**config.mk**
```make
export PLATFORM = sky130hd
export DESIGN_NAME = matmul_ctrl_nxn_flat
export DESIGN_NICKNAME = d
export VERILOG_FILES = /design/src/rtl/matmul_pkg.sv /design/src/rtl/matmul_ctrl_nxn_if.sv /design/src/rtl/matmul_ctrl_nxn_mac_unit.sv /design/src/rtl/matmul_ctrl_nxn.sv /design/src/flat_wrapper.sv
export SDC_FILE = /design/constraint.sdc
export NUM_CORES = 1
export LEC_CHECK = 0
export ABC_AREA = 1
export CELL_PAD_IN_SITES_DETAIL_PLACEMENT = 0
export CELL_PAD_IN_SITES_GLOBAL_PLACEMENT = 1
export CORE_ASPECT_RATIO = 0.5
export CORE_MARGIN = 3
export CORE_UTILIZATION = 43
export CTS_CLUSTER_SIZE = 40
export DETAILED_ROUTE_END_ITERATION = 10
export GPL_TIMING_DRIVEN = 0
export HOLD_SLACK_MARGIN = 0.1
export MAX_ROUTING_LAYER = met4
export PLACE_DENSITY = 0.76
export SLEW_MARGIN = 10
export SYNTH_ARGS = -nofsm -noshare
export SYNTH_HDL_FRONTEND = slang
export SYNTH_SLANG_ARGS = --single-unit
export TNS_END_PERCENT = 50
```
**constraint.sdc**
```tcl
create_clock -name clk -period 5.7 [get_ports clk]
set_input_delay 1.14 -clock clk [delete_from_list [all_inputs] [get_ports clk]]
set_output_delay 1.14 -clock clk [all_outputs]
set_load 0.01 [all_outputs]
```
**src/rtl/matmul_pkg.sv**
```systemverilog
// Shared types and helpers for the NxN matrix-multiply controller.
package matmul_pkg;

  typedef enum logic [1:0] {
    IDLE    = 2'd0,
    COMPUTE = 2'd1,
    OUTPUT  = 2'd2
  } state_e;

  // Width of a row-major element index into an n x n matrix.
  function automatic int idx_w(input int n);
    return (n * n > 1) ? $clog2(n * n) : 1;
  endfunction

endpackage

```
**src/rtl/matmul_ctrl_nxn_if.sv**
```systemverilog
// Host-side load / control / result-stream bundle for matmul_ctrl_nxn.
interface matmul_ctrl_nxn_if
  import matmul_pkg::*;
#(
  parameter int N     = 2,
  parameter int DW    = 8,
  parameter int ACC_W = 2 * DW + $clog2(N)
);
  localparam int IW = idx_w(N);

  logic             load_valid;
  logic             load_ready;
  logic             load_sel_ab;
  logic [IW-1:0]    load_index;
  logic [DW-1:0]    in_data;
  logic             start;
  logic             acc_mode;
  logic             busy;
  logic             done;
  logic             out_valid;
  logic             out_ready;
  logic [ACC_W-1:0] out_data;
  logic [IW-1:0]    out_index;
  logic             out_last;

  modport master (
    output load_valid, load_sel_ab, load_index, in_data, start, acc_mode, out_ready,
    input  load_ready, busy, done, out_valid, out_data, out_index, out_last
  );

  modport slave (
    input  load_valid, load_sel_ab, load_index, in_data, start, acc_mode, out_ready,
    output load_ready, busy, done, out_valid, out_data, out_index, out_last
  );

endinterface

```
**src/rtl/matmul_ctrl_nxn_mac_unit.sv**
```systemverilog
// Single multiply-accumulate step: acc_out = acc_in + a*b, modulo 2^ACC_W.
module mac_unit #(
  parameter int DW     = 8,
  parameter int ACC_W  = 17,
  parameter bit SIGNED = 1'b0
) (
  input  logic [DW-1:0]    a,
  input  logic [DW-1:0]    b,
  input  logic [ACC_W-1:0] acc_in,
  output logic [ACC_W-1:0] acc_out
);

  logic signed [2*DW-1:0] prod_s;
  logic        [2*DW-1:0] prod_u;
  logic        [ACC_W-1:0] prod_ext;

  // Form the product in the selected number system, extend it to the accumulator width and add.
  always_comb begin
    prod_s   = $signed(a) * $signed(b);
    prod_u   = a * b;
    prod_ext = SIGNED ? ACC_W'(prod_s) : ACC_W'(prod_u);
    acc_out  = acc_in + prod_ext;
  end

endmodule

```
**src/rtl/matmul_ctrl_nxn.sv**
```systemverilog
// NxN matrix-multiply controller: operand load, sequential MAC compute, streamed result.
module matmul_ctrl_nxn
  import matmul_pkg::*;
#(
  parameter int N      = 2,
  parameter int DW     = 8,
  parameter int ACC_W  = 2 * DW + $clog2(N),
  parameter bit SIGNED = 1'b0
) (
  input logic              clk,
  input logic              rst_n,
  matmul_ctrl_nxn_if.slave bus
);

  localparam int NN = N * N;
  localparam int IW = idx_w(N);
  localparam int CW = $clog2(N);

  state_e state, state_nxt;

  logic [DW-1:0]    a_mem [NN];
  logic [DW-1:0]    b_mem [NN];
  logic [ACC_W-1:0] c_mem [NN];
  logic [NN-1:0]    a_loaded;
  logic [NN-1:0]    b_loaded;

  logic [CW-1:0]    ci;
  logic [CW-1:0]    cj;
  logic [CW-1:0]    ck;
  logic [ACC_W-1:0] acc;
  logic [ACC_W-1:0] mac_sum;
  logic             acc_mode_q;
  logic             done_q;
  logic [IW-1:0]    out_idx;

  logic             load_fire;
  logic             start_ok;
  logic             out_fire;
  logic             i_last;
  logic             j_last;
  logic             k_last;
  logic             last_mac;
  logic [IW-1:0]    a_idx;
  logic [IW-1:0]    b_idx;
  logic [IW-1:0]    c_idx;

  function automatic logic [IW-1:0] flat(input logic [CW-1:0] r, input logic [CW-1:0] c);
    return IW'(int'(r) * N + int'(c));
  endfunction

  assign load_fire = bus.load_valid && (state == IDLE);
  assign start_ok  = bus.start && (state == IDLE) && (&a_loaded) && (&b_loaded);
  assign out_fire  = (state == OUTPUT) && bus.out_ready;
  assign i_last    = (ci == CW'(N - 1));
  assign j_last    = (cj == CW'(N - 1));
  assign k_last    = (ck == CW'(N - 1));
  assign last_mac  = (state == COMPUTE) && i_last && j_last && k_last;
  assign a_idx     = flat(ci, ck);
  assign b_idx     = flat(ck, cj);
  assign c_idx     = flat(ci, cj);

  mac_unit #(
    .DW    (DW),
    .ACC_W (ACC_W),
    .SIGNED(SIGNED)
  ) u_mac (
    .a      (a_mem[a_idx]),
    .b      (b_mem[b_idx]),
    .acc_in (acc),
    .acc_out(mac_sum)
  );

  // State register.
  always_ff @(posedge clk) begin
    if (!rst_n) state <= IDLE;
    else        state <= state_nxt;
  end

  // Next-state: start needs complete operands, compute runs N^3 cycles, output ends on the last handshake.
  always_comb begin
    state_nxt = state;
    case (state)
      IDLE:    if (start_ok) state_nxt = COMPUTE;
      COMPUTE: if (last_mac) state_nxt = OUTPUT;
      OUTPUT:  if (out_fire && bus.out_last) state_nxt = IDLE;
      default: state_nxt = IDLE;
    endcase
  end

  // Outputs decoded from state; result data is forced to zero outside OUTPUT.
  always_comb begin
    bus.load_ready = (state == IDLE);
    bus.busy       = (state != IDLE);
    bus.done       = done_q;
    bus.out_valid  = (state == OUTPUT);
    bus.out_index  = out_idx;
    bus.out_last   = (state == OUTPUT) && (int'(out_idx) == NN - 1);
    bus.out_data   = (state == OUTPUT) ? c_mem[out_idx] : '0;
  end

  // Operand storage and loaded bitmaps; these persist across runs so operands can be reused.
  always_ff @(posedge clk) begin
    if (!rst_n) begin
      for (int n = 0; n < NN; n++) begin
        a_mem[n] <= '0;
        b_mem[n] <= '0;
      end
      a_loaded <= '0;
      b_loaded <= '0;
    end else if (load_fire && (int'(bus.load_index) < NN)) begin
      if (bus.load_sel_ab) begin
        b_mem[bus.load_index]    <= bus.in_data;
        b_loaded[bus.load_index] <= 1'b1;
      end else begin
        a_mem[bus.load_index]    <= bus.in_data;
        a_loaded[bus.load_index] <= 1'b1;
      end
    end
  end

  // i/j/k walk with k innermost; each completed dot product lands in C, optionally on top of the old value.
  always_ff @(posedge clk) begin
    if (!rst_n) begin
      ci         <= '0;
      cj         <= '0;
      ck         <= '0;
      acc        <= '0;
      acc_mode_q <= 1'b0;
      for (int n = 0; n < NN; n++) c_mem[n] <= '0;
    end else if (start_ok) begin
      ci         <= '0;
      cj         <= '0;
      ck         <= '0;
      acc        <= '0;
      acc_mode_q <= bus.acc_mode;
    end else if (state == COMPUTE) begin
      if (k_last) begin
        c_mem[c_idx] <= (acc_mode_q ? c_mem[c_idx] : '0) + mac_sum;
        acc          <= '0;
        ck           <= '0;
        if (j_last) begin
          cj <= '0;
          ci <= i_last ? '0 : ci + 1'b1;
        end else begin
          cj <= cj + 1'b1;
        end
      end else begin
        acc <= mac_sum;
        ck  <= ck + 1'b1;
      end
    end
  end

  // done follows the final C write by one cycle; the result pointer steps on each accepted element.
  always_ff @(posedge clk) begin
    if (!rst_n) begin
      done_q  <= 1'b0;
      out_idx <= '0;
    end else begin
      done_q <= last_mac;
      if (out_fire) out_idx <= bus.out_last ? '0 : out_idx + 1'b1;
    end
  end

endmodule

```
**src/flat_wrapper.sv**
```systemverilog
// flat-port wrapper written by rule: the top's interface ports become plain ports
module matmul_ctrl_nxn_flat import matmul_pkg::*;
#(
  parameter int N      = 2,
  parameter int DW     = 8,
  parameter int ACC_W  = 2 * DW + $clog2(N),
  parameter bit SIGNED = 1'b0
)
  (clk, rst_n, bus_load_valid, bus_load_sel_ab, bus_load_index, bus_in_data, bus_start, bus_acc_mode, bus_out_ready, bus_load_ready, bus_busy, bus_done, bus_out_valid, bus_out_data, bus_out_index, bus_out_last);
  matmul_ctrl_nxn_if #(.N(N), .DW(DW), .ACC_W(ACC_W)) bus_i ();
  input logic clk;
  input logic rst_n;
  input wire logic [$bits(bus_i.load_valid)-1:0] bus_load_valid;
  input wire logic [$bits(bus_i.load_sel_ab)-1:0] bus_load_sel_ab;
  input wire logic [$bits(bus_i.load_index)-1:0] bus_load_index;
  input wire logic [$bits(bus_i.in_data)-1:0] bus_in_data;
  input wire logic [$bits(bus_i.start)-1:0] bus_start;
  input wire logic [$bits(bus_i.acc_mode)-1:0] bus_acc_mode;
  input wire logic [$bits(bus_i.out_ready)-1:0] bus_out_ready;
  output wire logic [$bits(bus_i.load_ready)-1:0] bus_load_ready;
  output wire logic [$bits(bus_i.busy)-1:0] bus_busy;
  output wire logic [$bits(bus_i.done)-1:0] bus_done;
  output wire logic [$bits(bus_i.out_valid)-1:0] bus_out_valid;
  output wire logic [$bits(bus_i.out_data)-1:0] bus_out_data;
  output wire logic [$bits(bus_i.out_index)-1:0] bus_out_index;
  output wire logic [$bits(bus_i.out_last)-1:0] bus_out_last;
  assign bus_i.load_valid = bus_load_valid;
  assign bus_i.load_sel_ab = bus_load_sel_ab;
  assign bus_i.load_index = bus_load_index;
  assign bus_i.in_data = bus_in_data;
  assign bus_i.start = bus_start;
  assign bus_i.acc_mode = bus_acc_mode;
  assign bus_i.out_ready = bus_out_ready;
  assign bus_load_ready = bus_i.load_ready;
  assign bus_busy = bus_i.busy;
  assign bus_done = bus_i.done;
  assign bus_out_valid = bus_i.out_valid;
  assign bus_out_data = bus_i.out_data;
  assign bus_out_index = bus_i.out_index;
  assign bus_out_last = bus_i.out_last;
  matmul_ctrl_nxn #(.N(N), .DW(DW), .ACC_W(ACC_W), .SIGNED(SIGNED)) u_core (.clk(clk), .rst_n(rst_n), .bus(bus_i));
endmodule
```
# Word level (Yosys, flattened, before mapping)
# Memory sizes are Yosys's and may differ from the RTL's. A register that Yosys moved wholly into a read port is not among the register bits.
# Cells that the tools add are included.
[classes]
addsub = 9
n_mul = 1
magnitude_cmp = 2
n_eq_ne = 6
muxes = 38
bitwise_logic = 4
n_reduce_logical = 24
[ops]
columns = ["operator", "n"]
rows = [
  ["2-to-1 mux 17 bit", 4],
  ["2-to-1 mux 1 bit", 21],
  ["2-to-1 mux 2 bit", 9],
  ["adder 17 x 16 -> 17 bit", 1],
  ["adder 17 bit", 1],
  ["OR reduction 17 bit", 1],
  ["multiplier 8 x 8 -> 16 bit", 1],
  ["2-to-1 mux 8 bit", 2],
  ["OR reduction 8 bit", 2],
  ["logical AND 1 bit", 11],
  ["bitwise OR 4 bit", 2],
  ["AND reduction 4 bit", 2],
  ["adder 2 x 1 -> 2 bit", 3],
  ["!= test 2 x 1 -> 1 bit (second input constant)", 3],
  ["one-hot mux 2 bit (3 select lines)", 1],
  ["AND reduction 2 bit", 3],
  ["AND reduction 3 bit", 2],
  ["equality test 2 x 1 -> 1 bit (second input constant)", 2],
  ["adder 1 bit (second input constant)", 3],
  ["< comparator 2 x 3 -> 1 bit (second input constant)", 1],
  ["adder 2 x 1 -> 2 bit (second input constant)", 1],
  ["demux 1 bit (select 2 bit)", 1],
  ["equality test 2 bit (second input constant)", 1],
  ["greater-or-equal comparator 2 x 1 -> 1 bit (second input constant)", 1],
  ["other kinds (4)", 5],
]
[word_totals]
register_bits = 34
mem_bits_rw = 132
input_bits = 17
out_inout_bits = 24
wordCells = 97
mem_count = 3
[memory_table]
columns = ["memory", "depth", "width", "rd", "rd_ports_with_merged_regs", "wr", "line_no", "source"]
rows = [
  ["u_core.c_mem", 4, 17, 2, 1, 4, "matmul_ctrl_nxn.sv:23", "logic [ACC_W-1:0] c_mem [NN];"],
  ["u_core.a_mem", 4, 8, 1, 0, 4, "matmul_ctrl_nxn.sv:21", "logic [DW-1:0] a_mem [NN];"],
  ["u_core.b_mem", 4, 8, 1, 0, 4, "matmul_ctrl_nxn.sv:22", "logic [DW-1:0] b_mem [NN];"],
]

# Longest topological paths before layout
[depth]
word_depth = 9
ltp_mapped = 34

# Cells and area by module
# Synthesis repeated with hierarchy kept, for this count alone.
[hier_totals]
cells_unflattened = 1417
hier_area_um2 = 11516.0
[modules_own_cells]
columns = ["mod", "n_inst", "cells_each", "area_each_um2", "seq_area_each_um2"]
rows = [
  ["matmul_ctrl_nxn", 1, 1000, 8677.1, 4684.5],
  ["mac_unit", 1, 417, 2839.0, 0.0],
]

# Worst setup path before layout
# Ideal clock, no wire load.
[synth_timing]
kind = "reg2reg"
from = "register u_core.ck"
to = "memory u_core.c_mem[1][16] (data pin)"
setup_time_ns = 0.257
t_arrival_ns = 5.475
required_time_ns = 5.443
slack_ns = -0.032
stages_incl_launch_ff = 28
path_buffers = 2
period_less_slack_ns = 5.732
path_cell_list = "dfxtp_1 > buf_2 > inv_2 > buf_2 > nand2_1 > a32oi_1 > nand2_1 > fa_1 > inv_1 > fa_1 > fa_1 > inv_1 > fa_1 > inv_1 > ha_1 > a21oi_1 > o21ai_0 > a21oi_1 > xnor2_1 > ha_1 > a21oi_1 > o21ai_0 > nand2_1 > nand3_1 > a21oi_1 > nand3_1 > nand3_1 > nor2_1"
[synth_rtl]
columns = ["element", "line_no", "source"]
rows = [
  ["from (decl)", "matmul_ctrl_nxn.sv:29", "logic [CW-1:0] ck;"],
  ["from (signal assigned)", "matmul_ctrl_nxn.sv:149", "ck <= ck + 1'b1;"],
  ["to (decl)", "matmul_ctrl_nxn.sv:23", ""],
]

==> PnR_summary.wiki <==
{| class="wikitable"
! Metric !! Value
|-
| Floorplan die area || 28000 um2
|-
| Count of input and output buffers || 40
|-
| Path class of the lowest-slack min-delay path || register to register
|-
| Max cap viols || 0
|-
| Sequential cell area fraction in the yosys report || between 40% and 50%
|-
| Crit path max-delay family || adder cells
|-
| Flops & latches, synth || between 150 and 200
|-
| Leakage power total || 5.93 nW
|-
| Vias per cell || 5.41
|-
| Std-Cell Rows || 40
|-
| Unique masters post-synth || 46
|-
| Hold slack final || about 0.47 ns
|-
| Share of synthesized registers carrying an async set or reset || 0%
|-
| Violation count after the first detailed-route iteration || between 800 and 900
|-
| Synthesized area divided by synthesized cell count || between 8 and 9 um2
|-
| Sequential power share || a little over two fifths
|-
| Gr usage total || 25.6%
|-
| Synthesis warning total || 0
|-
| Wire length of the first global-routing pass || about 53000 um
|-
| TritonCTS clock tree || done
|-
| Total buffers and inverters traversed by the critical path || 7
|-
| Max-slew headroom || between 30% and 40%
|-
| Routed Antenna Nets || 0
|-
| Layout net count || ~1600
|-
| Final core area utilization || approximately three fifths
|-
| Clock slew at the register clock pins of the worst setup and hold paths || roughly 0.07 ns
|-
| Number of H-tree levels || 4
|-
| Proportion of total power due to net switching || 29.9%
|-
| Clock tree skew after final layout || approximately 0.011 ns
|-
| Clk network pwr share || between 30% and 40%
|-
| Master of the slowest instance on the critical path || fa_1
|-
| Most numerous cell on the critical path || fa_1
|-
| Cells after Synth || around 1300
|-
| Unrepaired setup endpoints after global routing || yes
|-
| CTS Root Buffer Type || clkbuf_16
|-
| Sw Pwr || about 0.00095 W
|-
| Number of top-level pins || slightly above 40
|-
| TritonCTS Sinks || 168
|-
| Initial standard-cell utilization of the core || between 40% and 50%
|-
| Fin crit share || 104%
|-
| Proportion of layout cells with a drive suffix above 1 || 23.6%
|-
| Post-route minimum period || between 5 and 6 ns
|-
| Count of fill cells added during filler insertion || 2140
|-
| Pin count of the biggest net entering global routing || 18
|-
| Total instance count after detailed placement || 1705
|-
| Failing checks || setup timing
|-
| Register area || between 4000 and 5000 um2
|-
| Endpoints failing hold || 0
|-
| Data required time at the worst endpoint || a little under 6 ns
|-
| Hold_buf cts || 0
|-
| Clock insertion delay at the later pin of the skew report || between 0.4 and 0.5 ns
|-
| Pre-antenna DRT Iters || 5
|-
| Height of the chip || about 120 um
|-
| Post-synth net total || 1451
|-
| Run status || complete, but fails checks
|-
| Placed wire-length estimate after detailed placement || between 20000 and 25000 um
|-
| Number of remaining DRC errors || 0
|-
| GPL Wtd Cong || 0.922
|-
| Count of inserted antenna diode cells || 0
|-
| Max-slew violations || 0
|-
| Startpoint kind of the worst setup timing path || register
|-
| Final setup viols || 28
|-
| Critical path start-end classification || register to register
|-
| Main synth FF type || edfxtp_1
|-
| Slew of the pin with the lowest slew margin || 0.981 ns
|-
| Post-synth design cell area || 11200 um2
|-
| Areal power density over the cells || about 210 nW/um2
|-
| Setup WS post-layout || -0.219 ns
|-
| Peak supply drop || roughly 0.00015 V
|-
| Number of antenna violations at the first check in global routing || 0
|-
| Post-route non-filler standard cell count || approximately 1800
|-
| Internal power || approximately 0.0022 W
|-
| Area Overhead vs Synth || 32.1%
|-
| Bufs on Longest Clock Path || 2
|-
| GRT overflow || 0
|-
| Multi-input combinational cell area || about 6700 um2
|-
| Vias in the first global route || about 9700
|-
| Critical Path Fanout Max || 10
|-
| Number of synthesized flops with an enable pin || about 130
|-
| Via count || between 9000 and 10000
|-
| Width of the die || around 230 um
|-
| Final WL || between 30000 and 40000 um
|-
| Combinational fraction of design power || between 20 and 25%
|-
| Number of clock buffers inserted by TritonCTS || 17
|-
| Average wire per standard cell || roughly 19 um
|-
| Largest stage delay, worst path || ~0.53 ns
|-
| Highest clock rate || ~0.17 GHz
|-
| Data arrival time of the critical path || between 6 and 7 ns
|-
| Kind of end point of the critical path || register
|-
| Area of the core || between 20000 and 25000 um2
|}
==> per-layer routing <==
layer	up-vias	global-route usage, %	part of all wire, %
met5	-	-	0
met3	59	4.25	6.4
met4	0	6.45	2.1
met1	4849	34.7	45
li1	4599	-	-
met2	323	40.4	47
==> registers in the layout, indices dropped and copies added (netlist names), named ones only <==
name                  flops
u_core.ci                 1
u_core.ck                 1
u_core.a_mem             32
u_core.a_loaded           4
u_core.c_mem             68
u_core.b_loaded           4
u_core.bus.done           1
u_core.b_mem             32
u_core.acc_mode_q         1
u_core.state              2
u_core.acc               17
u_core.cj                 1
u_core.bus.out_index      2
==> final cells by class <==
| type | instances | share of cell area (%) |
|---|---|---|
| inverter | 243 | 6.47 |
| buffer | 47 | 2.31 |
| multi-input combinational | 869 | 45.3 |
| tap | 336 | 2.85 |
| sequential | 168 | 31.9 |
| timing repair buffer | 121 | 7.72 |
| clock buffer | 18 | 2.91 |
| clock inverter | 14 | 0.561 |
==> power by group through the flow <==
stage	sequential [W]	clock (W)	combinational [W]
floorplan	0.00139	0	0.000268
global placement	0.00140	0	0.000381
detailed placement	0.00140	0	0.000388
CTS	0.00137	0.00106	0.000605
global route	0.00137	0.00112	0.000779
finish	0.00137	0.00107	0.000725
==> worst register-to-register path: cells and delay by family, from the launching register on <==
family | cells | cell delay [ns]
xor gates and xnor gates | 1 | 0.22
DFF | 1 | 0.43
AOI/OAI and AO/OA | 5 | 1.05
adders and majority gates | 6 | 2.59
and+or+nand+nor | 6 | 0.66
buffers and inverters | 7 | 0.75
==> cell usage in the layout (no fill, tap or decap), types with 23 or more instances in the layout <==
| master | instances |
|---|---|
| buf_4 | 56 |
| edfxtp_1 | 132 |
| o21ai_0 | 42 |
| nand2_2 | 37 |
| fa_1 | 46 |
| a21oi_1 | 103 |
| inv_1 | 205 |
| clkbuf_1 | 26 |
| dfxtp_1 | 33 |
| inv_2 | 29 |
| ha_1 | 35 |
| nand2_1 | 195 |
| buf_6 | 23 |
| nor2_1 | 164 |
| clkdlybuf4s50_1 | 40 |
| o211ai_1 | 34 |
==> cells by family after synthesis <==
group           count (synthesis)  synth area share [%]
simple gates                  501                  18.5
buf+inv                       291                  10.1
compound gates                245                  12.7
flops                         168                  42.0
fa+ha+maj                     106                  15.3
xor+xnor                       17                  1.34
==> worst paths after layout <==
path | slack (ns) | endpoint | start | cells after the start
worst max-delay path | -0.22 | u_core.c_mem[2][13]$_SDFFCE_PN0P_ | u_core.ck$_SDFFE_PP0N_ | 25
worst min register to register | 0.47 | u_core.b_loaded[3]$_SDFFE_PN0P_ | u_core.b_loaded[3]$_SDFFE_PN0P_ | 2
worst max register to register | -0.22 | u_core.c_mem[2][13]$_SDFFCE_PN0P_ | u_core.ck$_SDFFE_PP0N_ | 25
worst min-delay path | 0.47 | u_core.b_loaded[3]$_SDFFE_PN0P_ | u_core.b_loaded[3]$_SDFFE_PN0P_ | 2
==> Yosys cell counts (all sizes together), types with 3 or more instances <==
cell type | number | area (um2)
buf | 20 | 108
nor2 | 191 | 759
edfxtp | 132 | 3960
nand4 | 4 | 25.0
nor3 | 18 | 100
a22oi | 6 | 45.0
o211ai | 34 | 255
clkinv | 4 | 15.0
nand3 | 35 | 180
inv | 239 | 900
xnor2 | 9 | 78.8
o21ai | 49 | 249
xor2 | 8 | 70.1
clkbuf | 28 | 105
o21bai | 5 | 37.5
nand2 | 244 | 933
ha | 55 | 688
fa | 51 | 1020
dfxtp | 36 | 721
nand3b | 3 | 22.5
a32oi | 16 | 140
a21oi | 127 | 636
==> metrics by stage <==
stage	cell area [um2]	setup WS, ns	power (W)	TNS, ns
4_1_cts	13900	-0.0460	0.00304	-0.506
3_3_place_gp	12000	-1.55	0.00178	-51.71
2_1_floorplan	11200	0.0242	0.00166	0
6_report	14700	-0.219	0.00317	-3.01
5_1_grt	14700	-0.400	0.00327	-8.87
3_5_place_dp	12000	-1.53	0.00179	-52.51
==> what timing repair did <==
| action | 4_1_cts | 5_1_grt |
|---|---|---|
| endpoints found under the hold margin | 0 | 0 |
| buffers inserted | 52 | 26 |
| cloned | 0 | 2 |
| gates resized for setup | 214 | 128 |
| endpoints found under the setup margin | 57 | 48 |
| pin swaps | 47 | 48 |
Power figures use the tool's default switching activity.
